[src/rtl/spike_isi_monitor.sv]
// -----------------------------------------------------------------------------
// spike_isi_monitor
//
// Watches the FHN neuron's one-bit firing flag and:
//   * synchronises it and detects clean rising edges,
//   * applies a refractory lockout after each accepted spike,
//   * measures the inter-spike interval (ISI) in clock cycles and hands it out
//     over a valid/ready interface, flagging (sticky) any ISI that had to be
//     dropped because the previous one was still pending,
//   * counts accepted spikes per 2^WIN_BITS-cycle window and shows the count
//     on an 8-segment thermometer LED bar,
//   * optionally drives a fixed-width synaptic pulse to the next neuron.
//
// Build option:
//   SPIKE_MON_SYNOUT_EN  defined   -> syn_out pulses PULSE_LEN cycles per spike
//                        undefined -> no pulse counter, syn_out tied low
//
// Parameters:
//   ISI_W     ISI counter / isi_data width
//   RATE_W    spike-per-window counter width (>= 4 for the LED bar)
//   WIN_BITS  window length is 2^WIN_BITS cycles
//   REFRACT   lockout cycles after an accepted spike (>= 1)
//   PULSE_LEN syn_out high time in cycles (>= 1)
//
// Ports:
//   CLOCK_50     in   system clock
//   RESET        in   synchronous, active-high reset
//   spike_in     in   asynchronous spike level from the neuron
//   isi_data     out  last measured ISI, held while isi_valid is high
//   isi_valid    out  ISI available
//   isi_ready    in   consumer accepts (transfer on isi_valid & isi_ready)
//   isi_overrun  out  sticky: an ISI was dropped while isi_valid was high
//   rate_count   out  spikes counted in the last completed window
//   rate_valid   out  one-cycle pulse when rate_count updates
//   LED          out  thermometer bar of rate_count
//   syn_out      out  synaptic pulse to the next neuron
//
// Latency: spike_in rise in cycle 0 -> edge registered in cycle 3 ->
//          isi_valid / syn_out high in cycle 4.
// -----------------------------------------------------------------------------
module spike_isi_monitor #(
   parameter int ISI_W     = 24,
   parameter int RATE_W    = 16,
   parameter int WIN_BITS  = 20,
   parameter int REFRACT   = 64,
   parameter int PULSE_LEN = 4096
) (
   input  logic              CLOCK_50,
   input  logic              RESET,
   input  logic              spike_in,
   output logic [ISI_W-1:0]  isi_data,
   output logic              isi_valid,
   input  logic              isi_ready,
   output logic              isi_overrun,
   output logic [RATE_W-1:0] rate_count,
   output logic              rate_valid,
   output logic [7:0]        LED,
   output logic              syn_out
);

   // Elaboration-time sanity checks on the configuration.
   if (REFRACT < 1) begin : g_bad_refract
      $error("spike_isi_monitor: REFRACT must be >= 1");
   end
   if (PULSE_LEN < 1) begin : g_bad_pulse_len
      $error("spike_isi_monitor: PULSE_LEN must be >= 1");
   end

   typedef enum logic [1:0] {
      S_IDLE,   // no spike since reset
      S_ARMED,  // measuring, next edge is accepted and emits an ISI
      S_REFR    // lockout after an accepted spike, edges ignored
   } state_t;

   localparam int                REF_W    = $clog2(REFRACT + 1);
   localparam logic [REF_W-1:0]  REF_LAST = REF_W'(REFRACT - 1);

   // ---------------------------------------------------------------------------
   // Synchroniser and registered rising-edge detect.
   // ---------------------------------------------------------------------------
   logic sync1, sync2, sync3, rise_q;

   // NOTE: clocked state is always written with <= so every flop samples the
   // pre-edge value of its neighbour; with = the chain would collapse into one
   // flop in simulation.
   always_ff @(posedge CLOCK_50) begin
      if (RESET) begin
         sync1  <= 1'b0;
         sync2  <= 1'b0;
         sync3  <= 1'b0;
         rise_q <= 1'b0;
      end else begin
         sync1  <= spike_in;
         sync2  <= sync1;
         sync3  <= sync2;
         rise_q <= sync2 & ~sync3;
      end
   end

   // ---------------------------------------------------------------------------
   // Spike acceptance FSM.
   // ---------------------------------------------------------------------------
   state_t           state, state_nxt;
   logic [REF_W-1:0] ref_cnt;
   logic             accept;   // edge taken as a real spike
   logic             emit;     // accepted spike that closes an ISI

   always_ff @(posedge CLOCK_50) begin
      if (RESET) state <= S_IDLE;
      else       state <= state_nxt;
   end

   // NOTE: every combinational output gets a default before the case so no
   // path leaves it unassigned, which would otherwise infer a latch.
   always_comb begin
      state_nxt = state;
      case (state)
         S_IDLE:  if (rise_q) state_nxt = S_REFR;
         S_ARMED: if (rise_q) state_nxt = S_REFR;
         S_REFR:  if (ref_cnt == REF_LAST) state_nxt = S_ARMED;
         default: state_nxt = S_IDLE;
      endcase
   end

   always_comb begin
      accept = 1'b0;
      emit   = 1'b0;
      case (state)
         S_IDLE:  accept = rise_q;
         S_ARMED: begin
            accept = rise_q;
            emit   = rise_q;
         end
         default: ;
      endcase
   end

   // Refractory counter: runs only while in S_REFR, so REFR lasts REFRACT cycles.
   always_ff @(posedge CLOCK_50) begin
      if (RESET || state != S_REFR) ref_cnt <= '0;
      else                          ref_cnt <= ref_cnt + 1'b1;
   end

   // ---------------------------------------------------------------------------
   // ISI counter and valid/ready output stage.
   // ---------------------------------------------------------------------------
   logic [ISI_W-1:0] isi_cnt;
   logic [ISI_W-1:0] isi_inc;   // counter + 1, saturating at all-ones

   // The counter is cleared in the accept cycle, so the emitted value
   // (counter + 1) equals the cycle distance between the two accepted edges.
   assign isi_inc = (&isi_cnt) ? isi_cnt : isi_cnt + 1'b1;

   always_ff @(posedge CLOCK_50) begin
      if (RESET || accept)    isi_cnt <= '0;
      else if (state != S_IDLE) isi_cnt <= isi_inc;
   end

   always_ff @(posedge CLOCK_50) begin
      if (RESET) begin
         isi_data    <= '0;
         isi_valid   <= 1'b0;
         isi_overrun <= 1'b0;
      end else if (emit) begin
         if (!isi_valid || isi_ready) begin
            // Free slot, or the pending value leaves this cycle.
            isi_data  <= isi_inc;
            isi_valid <= 1'b1;
         end else begin
            // Consumer is stalled: keep the old ISI, record the loss.
            isi_overrun <= 1'b1;
         end
      end else if (isi_ready) begin
         isi_valid <= 1'b0;
      end
   end

   // ---------------------------------------------------------------------------
   // Spike rate per window and LED bar.
   // ---------------------------------------------------------------------------
   logic [WIN_BITS-1:0] win_cnt;
   logic [RATE_W-1:0]   spk_cnt;
   logic [RATE_W-1:0]   spk_now;   // spike count including this cycle's spike
   logic                win_wrap;

   assign win_wrap = &win_cnt;
   assign spk_now  = (accept && !(&spk_cnt)) ? spk_cnt + 1'b1 : spk_cnt;

   function automatic logic [7:0] thermo(input logic [RATE_W-1:0] n);
      logic [7:0] t;
      t = '0;
      for (int i = 0; i < 7; i++) t[i] = (n >= RATE_W'(i + 1));
      t[7] = (n >= RATE_W'(8)) || (&n);
      return t;
   endfunction

   always_ff @(posedge CLOCK_50) begin
      if (RESET) begin
         win_cnt    <= '0;
         spk_cnt    <= '0;
         rate_count <= '0;
         rate_valid <= 1'b0;
         LED        <= '0;
      end else begin
         win_cnt    <= win_cnt + 1'b1;
         rate_valid <= win_wrap;
         if (win_wrap) begin
            rate_count <= spk_now;
            LED        <= thermo(spk_now);
            spk_cnt    <= '0;
         end else begin
            spk_cnt    <= spk_now;
         end
      end
   end

   // ---------------------------------------------------------------------------
   // Synaptic output pulse.
   // ---------------------------------------------------------------------------
`ifdef SPIKE_MON_SYNOUT_EN
   localparam int                 PULSE_W    = $clog2(PULSE_LEN + 1);
   localparam logic [PULSE_W-1:0] PULSE_LAST = PULSE_W'(PULSE_LEN - 1);

   logic [PULSE_W-1:0] pulse_cnt;   // remaining high cycles after this one

   // Any accepted spike (re)loads the counter, so a retrigger restarts the
   // full PULSE_LEN high time.
   always_ff @(posedge CLOCK_50) begin
      if (RESET) begin
         pulse_cnt <= '0;
         syn_out   <= 1'b0;
      end else if (accept) begin
         pulse_cnt <= PULSE_LAST;
         syn_out   <= 1'b1;
      end else if (pulse_cnt != '0) begin
         pulse_cnt <= pulse_cnt - 1'b1;
      end else begin
         syn_out   <= 1'b0;
      end
   end
`else
   assign syn_out = 1'b0;
`endif

endmodule

[config.mk]
export PLATFORM = sky130hd
export DESIGN_NAME = spike_isi_monitor
export DESIGN_NICKNAME = d
export VERILOG_FILES = /design/src/rtl/spike_isi_monitor.sv
export SDC_FILE = /design/constraint.sdc
export NUM_CORES = 1
export LEC_CHECK = 0
export ABC_AREA = 1
export BUFFER_PORTS_ARGS = -buffer_cell sky130_fd_sc_hd__buf_2
export CORE_MARGIN = 2
export CORE_UTILIZATION = 50
export CTS_BUF_LIST = sky130_fd_sc_hd__clkbuf_16
export CTS_CLUSTER_SIZE = 25
export DETAILED_ROUTE_END_ITERATION = 16
export PLACE_DENSITY = 0.69
export SLEW_MARGIN = 20
export SYNTH_ARGS = -nofsm -noshare
export SYNTH_HDL_FRONTEND = slang
export SYNTH_SLANG_ARGS = --single-unit
[constraint.sdc]
create_clock -name CLOCK_50 -period 2.5 [get_ports CLOCK_50]
set_clock_uncertainty 0.2 [all_clocks]
set_input_delay 0.125 -clock CLOCK_50 [delete_from_list [all_inputs] [get_ports CLOCK_50]]
set_output_delay 0.125 -clock CLOCK_50 [all_outputs]
set_load 0.02 [all_outputs]
After elaboration in Yosys (flattened, before gate mapping)
Index checks and enable logic that the tools add are counted.

word-level totals
  flip-flop bits (word level) = 124
  logic and storage cells = 67

cells by class
  add/sub/neg operators = 4
  order comparisons = 8
  equal/unequal tests = 7
  muxes and demuxes = 10
  bitwise operators = 3
  reduce and logical (&&, ||, !) cells = 20

operators by type and width
  operator                                                                number
  16-bit by 3-bit >= comparator with 1-bit output, second input constant  4
  16-bit by 2-bit >= comparator with 1-bit output, second input constant  2
  16-bit AND reduction                                                    2
  24-bit by 1-bit adder with 24-bit output, second input constant         1
  24-bit two-way mux                                                      1
  24-bit AND reduction                                                    1
  20-bit by 1-bit adder with 20-bit output, second input constant         1
  20-bit AND reduction                                                    1
  16-bit by 1-bit adder with 16-bit output, second input constant         1
  16-bit by 1-bit >= comparator with 1-bit output, second input constant  1
  16-bit by 4-bit >= comparator with 1-bit output, second input constant  1
  16-bit two-way mux                                                      1
  2-bit AND reduction                                                     4
  7-bit by 1-bit adder with 7-bit output, second input constant           1
  7-bit by 6-bit equality test with 1-bit output, second input constant   1
  1-bit two-way mux                                                       5
  1-bit logical OR                                                        4
  2-bit two-way mux                                                       2
  2-bit by 1-bit != test with 1-bit output, second input constant         2
  2-bit != test, second input constant                                    2
  2-bit one-hot mux with 2 select lines                                   1
  2-bit nonzero test                                                      2
  2-bit OR reduction                                                      2
  2-bit by 1-bit equality test with 1-bit output, second input constant   1
  other kinds (6)                                                         8

Depth between registers and ports, before layout
Gate-level depths: netlist of run 1.

  depth after elaboration = 7
  depth in mapped cells = 15

Least setup slack after synthesis of run 1
No wires, ideal clock.

  kind = reg-to-reg
  from = register spk_cnt[0]
  to = register LED[0]
  data arrival time = 1.763 ns
  required time = 2.183 ns
  path slack = 0.419 ns
  cell stages (with the launch flop) = 16
  path buffers = 1
  clock period less this slack = 2.081 ns
  cells stage by stage = dfxtp_1 ha_1 inv_2 nor2_4 nand2_4 nor2_4 nor2_2 buf_6 nand2_1 nand2_1 nor2_1 nand2_1 nor2_2 nand2_1 nand2_2 nand2_1

between the ends
  longest elaborated chain between the ends = 5
  elaborated cells between the ends (all ways) = 6
  those cells by class = add/sub (1); order compare (1); mux (1); reduce/logical (3)

ends and longest elaborated chain
  element                                                                           line  source
  start: declaration                                                                182   logic [RATE_W-1:0] spk_cnt;
  start signal: assignment                                                          212   spk_cnt <= spk_now;
  branches (longest 3 deep; another with 16-bit by 1-bit adder with 16-bit output)  -
  16-bit two-way mux (*)                                                            187   assign spk_now = (accept && !(&spk_cnt)) ? spk_cnt + 1'b1 : spk_cnt;
  16-bit by 1-bit >= comparator with 1-bit output (*)                               192   for (int i = 0; i < 7; i++) t[i] = (n >= RATE_W'(i + 1));
  end signal: assignment                                                            209   LED <= thermo(spk_now);
  end: declaration                                                                  57    output logic [7:0] LED,

Mark *: on every way between the ends.
A chain may end at the register's enable or synchronous reset.

Worst setup path after layout of run 1
  from = register rise_q
  to = register LED[1]

between the ends
  longest elaborated chain between the ends = 4

ends and longest elaborated chain
  element                                          line  source
  start: declaration                               81    logic sync1, sync2, sync3, rise_q;
  start signal: assignment                         96    rise_q <= sync2 & ~sync3;
  1-bit two-way mux                                128   case (state)
  1-bit logical AND                                187
  16-bit two-way mux                               187
  16-bit by 2-bit >= comparator with 1-bit output  192

No other way between the ends.

==> qor.csv, run 1 <==
metric,value,unit
status,finished clean,
drc_errors,0,
synthArstFlopShare,0,%
syn-num-nets,850,
antenna_cells,0,
areaGrowthSynthToFinish,19.1,%
report.final.slew_viol_count,0,
num_io_pins,56,
pwr-share-seq,42.0,%
sw_frac_of_total,21.2,%
initialDrtViolationCount,376,
setup_tns,0,ns
period_needed,2.28,ns
power_switching,1.02,mW
p_leak,3.19,nW
yosysSeqAreaShare,42.1,%
clock_latency,0.42,ns
syn_inst,842,
crit_type,reg -> reg,
htreeDepth,4,
port_buffers,54,
hold_path_class,reg -> reg,
slew_headroom,66.2,%
core-area,11500,um^2
grt_pass1_vias,5280,
dp_hpwl,10200,um
drv.max_cap_violation_count,0,
path_max_fanout,12,
synth_commonest_cells,"nand2_1 (170), inv_1 (130), dfxtp_1 (124)",
crit_arrival,2.39,ns
post_drt_wl_per_cell,13.5,um
start_kind,register,
dr_total_vias,5597,
grt_overflow,0,
synth.most_common_cell,nand2_1,
p_clk_share,54.7,%
fin_util,61.3,%
synth_top_cell_by_area,dfxtp_1,
crit_required,2.60,ns
die_area,12700,um^2
place_ws,0.129,ns
track_usage,23.9,%
placed_cells,1028,
synth_top_area_share,42.1,%
synthFlopType,dfxtp_1,
final-hold-violation-count,0,
cts_sinks,124,
synth_cell_types,45,
wl,14400,um
drive_gt1_share,14.1,%
antenna_found_initial,0,
synth_seq_cells,124,
p_int,3.80,mW
p_per_area,686,nW/um^2
setup_viol,0,
grt_max_degree,40,
routed_via_density,5.26,
rsz0062_at_grt,false,
die_x,113,um
endpoint_kind,register,
tritoncts,built,
die_y,113,um
ir_worst_vdd,0.858,mV
synth.area.top_cells,"dfxtp_1 (42%), nand2_1 (11%), inv_1 (8.3%)",
yosysWarnings,0,
grt_pass1_wl,24500,um
cts_buffers,17,
clockBufferDepth,2,
post-route-period-util,91.4,%
ant_nets,0,
synth_area,5900,um^2
clockRootBuffer,clkbuf_16,
nNetsFinal,916,
num_rows,39,
initial_utilization,51.4,%
timing.fmax,438,MHz
synth_edf_count,0,
clk_pin_slew,0.05,ns
worst_slew_pin_slew,0.507,ns
dr.pass1.iters,5,
power_frac_comb,3.3,%
stdcell_count,1064,
postSynthAreaPerCell,7.01,um^2
gp_congestion,0.916,
layout_setup_ws,0.215,ns
==> sequential cells by signal, indices dropped and copies added (netlist names) <==
name and flops:
sync3 1, state 2, sync1 1, sync2 1
isi_cnt 24, ref_cnt 7, rate_valid 1, isi_data 24
rate_count 16, win_cnt 20, rise_q 1, LED 8
spk_cnt 16, isi_overrun 1, isi_valid 1
==> worst paths after layout <==
check | from | to | slack [ns] | cells past startpoint
worst max-delay path | rise_q | LED[1] | 0.22 | 11
worst max register to register | rise_q | LED[1] | 0.22 | 11
worst min register to register | sync3 | rise_q | 0.19 | 1
worst min-delay path | sync3 | rise_q | 0.19 | 1
==> critical path, cell delays in order (launching register included) <==
cell and delay [ns]:
dfxtp_1 0.34, inv_1 0.08, nor2_4 0.20, inv_1 0.14, nor2_2 0.41, nand2_1 0.09
o21ai_1 0.25, nand2_1 0.11, nor2_1 0.13, nand2_1 0.07, nand2_2 0.09, nand2_1 0.06
==> metal layers <==
layer	GRT usage, %	wire length [um]	vias to the layer above
met2	38.2	6660	161
met3	5.45	661	22
met4	9.51	238	0
li1	-	-	2842
met5	0	0	-
met1	31.4	6850	2572
==> layout make-up <==
class / instances / area, um^2
Timing Repair Buffer: 74 / 443
Inverter: 134 / 503
Tap cell: 143 / 179
Sequential cell: 124 / 2480
Multi-Input combinational cell: 557 / 2790
Clock inverter: 15 / 204
Clock buffer: 17 / 425
Fill cell: 1076 / 4440
==> kinds of logic after synthesis <==
family,after synthesis,synth area share [%]
buffers and inverters,161,10.8
AOI/OAI and AO/OA,112,11.0
other,1,0.0636
adders and majority gates,4,0.848
xor gates and xnor gates,16,2.38
and+or+nand+nor,424,32.8
DFF,124,42.1
==> power groups by stage <==
| stage | logic (mW) | clock network [mW] | registers, mW |
|---|---|---|---|
| after floorplan | 0.112 | 0 | 2.06 |
| after global placement | 0.147 | 0 | 2.07 |
| after CTS | 0.156 | 2.69 | 2.03 |
| after detailed placement | 0.151 | 0 | 2.07 |
| final | 0.157 | 2.64 | 2.03 |
| after global routing | 0.177 | 2.76 | 2.03 |
==> stage by stage <==
step | area, um^2 | hold slack [ns] | power, mW
after CTS | 7010 | 0.192 | 4.87
after global routing | 7030 | 0.213 | 4.97
after global placement | 6340 | 0.157 | 2.21
final | 7030 | 0.190 | 4.82
after detailed placement | 6340 | 0.147 | 2.22
after floorplan | 5900 | 0.0320 | 2.17
==> what timing repair did <==
action | 4_1_cts | 5_1_grt
setup buffers | 0 | 0
hold buffers | 4 | 0
endpoints found under the setup margin | 0 | 8
endpoints found under the hold margin | 12 | 0
gates resized for setup | 0 | 3
==> placed cells by master (no fill, tap or decap), drive strengths merged, types with 4 or more instances in the layout <==
master	n
clkbuf	17
bufinv	5
nand2	177
clkinv	6
o211ai	24
inv	137
a31oi	4
nor2	125
ha	4
o21ai	56
nor3	20
dfxtp	124
xor2	11
nand3	42
nand4	39
xnor2	5
buf	70
or2	6
nand3b	6
a21oi	21
dlygate4sd3	4
Note: power is estimated with default switching activity, not from simulation.
==> inputs of run 2 (changes only) <==
==> constraint.sdc (replaced) <==
create_clock -name CLOCK_50 -period 2.5 [get_ports CLOCK_50]
set_clock_uncertainty 0.2 [all_clocks]
set_input_delay 0.5 -clock CLOCK_50 [delete_from_list [all_inputs] [get_ports CLOCK_50]]
set_output_delay 0.5 -clock CLOCK_50 [all_outputs]
set_load 0.02 [all_outputs]
==> run 2 against run 1 <==
Net effect:
- via count fell by 1.8%
- cell count is 0.38% lower
- global-route usage shrank 0.14 points
- first-iteration DRC count grew 3.5%
- critical path depth increased by 2
- register-to-register slack barely moved
==> qor.csv, run 2 (synthesized netlist as in run 1, its figures left out) <==
metric,value,unit,change
status,finished clean,,
clk_pin_slew,0.06,ns,about the same
reg2reg_slack,0.21,ns,about the same
slew_headroom,63.6,%,-2.6 points
endpoint_kind,register,,
crit_arrival,2.39,ns,about the same
fin_util,60.4,%,-0.92 points
rsz0062_at_grt,false,,
crit_start,spk_cnt[0],,
cts_hold_buf,0,,-4
timing.fmax,438,MHz,about the same
final_common_cell,nand2_1,,
ir_worst_vdd,0.625,mV,-27%
stdcell_count,1060,,-0.38%
drc_errors,0,,unchanged
p_per_area,664,nW/um^2,-3.3%
num_rows,39,,unchanged
ctsResizeCount,0,,unchanged
routed_via_density,5.19,,-1.4%
port_buffers,54,,unchanged
nNetsFinal,912,,-0.44%
final-hold-violation-count,0,,unchanged
dr_total_vias,5499,,-1.8%
dr.pass1.iters,5,,unchanged
cts_setup_buffers,0,,unchanged
grt_pass1_vias,5210,,-1.3%
setup_viol,0,,unchanged
ff2ff_path_depth,13,,+2
areaGrowthSynthToFinish,17.3,%,
seqCellArea,2480,um^2,about the same
post-route-period-util,91.4,%,about the same
hold_ws,0.106,ns,-0.0841 ns
met1_usage,31.1,%,-0.29 points
crit_required,2.61,ns,about the same
cts_buffers,17,,unchanged
postPlaceCellArea,6330,um^2,-0.20%
placed_cells,1028,,unchanged
tritoncts,built,,
dp_hpwl,10300,um,+1.2%
grt.busiest_layer,met2,,
die_x,113,um,unchanged
most-common-layout-cells,"nand2_1 (170), inv_1 (131), dfxtp_1 (124)",,
htreeDepth,4,,unchanged
period_needed,2.29,ns,+0.000524 ns
path_max_fanout,12,,unchanged
grt_use_met3,5.78,%,+0.32 points
antenna_cells,0,,unchanged
clockRootBuffer,clkbuf_16,,
gp_congestion,0.934,,+2.0%
fill_cells,1105,,+2.7%
clockBufferDepth,2,,unchanged
p_leak,3.14,nW,-1.7%
ant_nets,0,,unchanged
cts_sinks,124,,unchanged
layout_setup_ws,0.215,ns,-0.000524 ns
setup_tns,0,ns,unchanged
grt_pass1_wl,24300,um,-0.84%
worst_slew_pin_slew,0.541,ns,+0.0342 ns
core-area,11500,um^2,unchanged
grt_use_met2,37.8,%,-0.40 points
top_regs,"isi_cnt: 24 flops, isi_data: 24 flops, win_cnt: 20 flops",,
crit_end,LED[1],,
drv.max_cap_violation_count,0,,unchanged
num_io_pins,56,,unchanged
hold_path_class,in -> reg,,
whs_path_depth,3,,+2
grt_max_degree,40,,unchanged
r2r_end,LED[1],,
start_kind,register,,
initialDrtViolationCount,389,,+3.5%
antenna_found_initial,0,,unchanged
rr_startpoint,spk_cnt[0],,
die_area,12700,um^2,unchanged
wl,14200,um,-1.5%
crit_type,reg -> reg,,
multi_input_area,2790,um^2,about the same
clock_latency,0.42,ns,about the same
report.final.slew_viol_count,0,,unchanged
drive_gt1_share,14.3,%,+0.17 points
die_y,113,um,unchanged
post_drt_wl_per_cell,13.4,um,-1.1%
power.total,4.59,mW,-4.7%
place_ws,0.189,ns,+0.0594 ns
track_usage,23.7,%,-0.14 points
final_area,6920,um^2,-1.5%
grt_overflow,0,,unchanged
initial_utilization,51.4,%,unchanged
## run 2: worst max-delay path: stages, from the launching register on
cell,delay (ns)
dfxtp_1,0.35
ha_2,0.24
inv_2,0.07
nor2_4,0.05
nand2_4,0.09
nor2_4,0.05
nor2_2,0.36
a21oi_1,0.16
nor2_1,0.11
nand2_1,0.07
nor2_2,0.20
nand2_1,0.09
nand2_2,0.09
nand2_1,0.06
## run 2: layout make-up
type / instances / area share (%)
clock buffer: 17 / 6.14
clock inverter: 15 / 2.24
inverter: 134 / 7.27
multi-input combinational: 557 / 40.3
sequential: 124 / 35.9
tap: 143 / 2.58
timing repair buffer: 70 / 5.64
## run 2: worst min path at each step
stage / from / end / slack (ns)
finish: spike_in / sync1 / 0.11
global placement: sync3 / rise_q / 0.18
detailed placement: sync3 / rise_q / 0.19
CTS: spike_in / sync1 / 0.09
floorplan: sync3 / rise_q / 0.17
global route: spike_in / sync1 / 0.1
## run 2: layer usage
metal  vias to the layer above  wire, um
met5                         -         0
met4                         0       225
met3                        21       577
met2                       120      6650
met1                      2522      6740
li1                       2836         -
## run 2: where the power goes
part / internal [mW] / switching (mW) / total, mW
Combinational: 0.0462 / 0.106 / 0.152
Sequential: 2.00 / 0.0238 / 2.03
Clock: 1.54 / 0.874 / 2.42
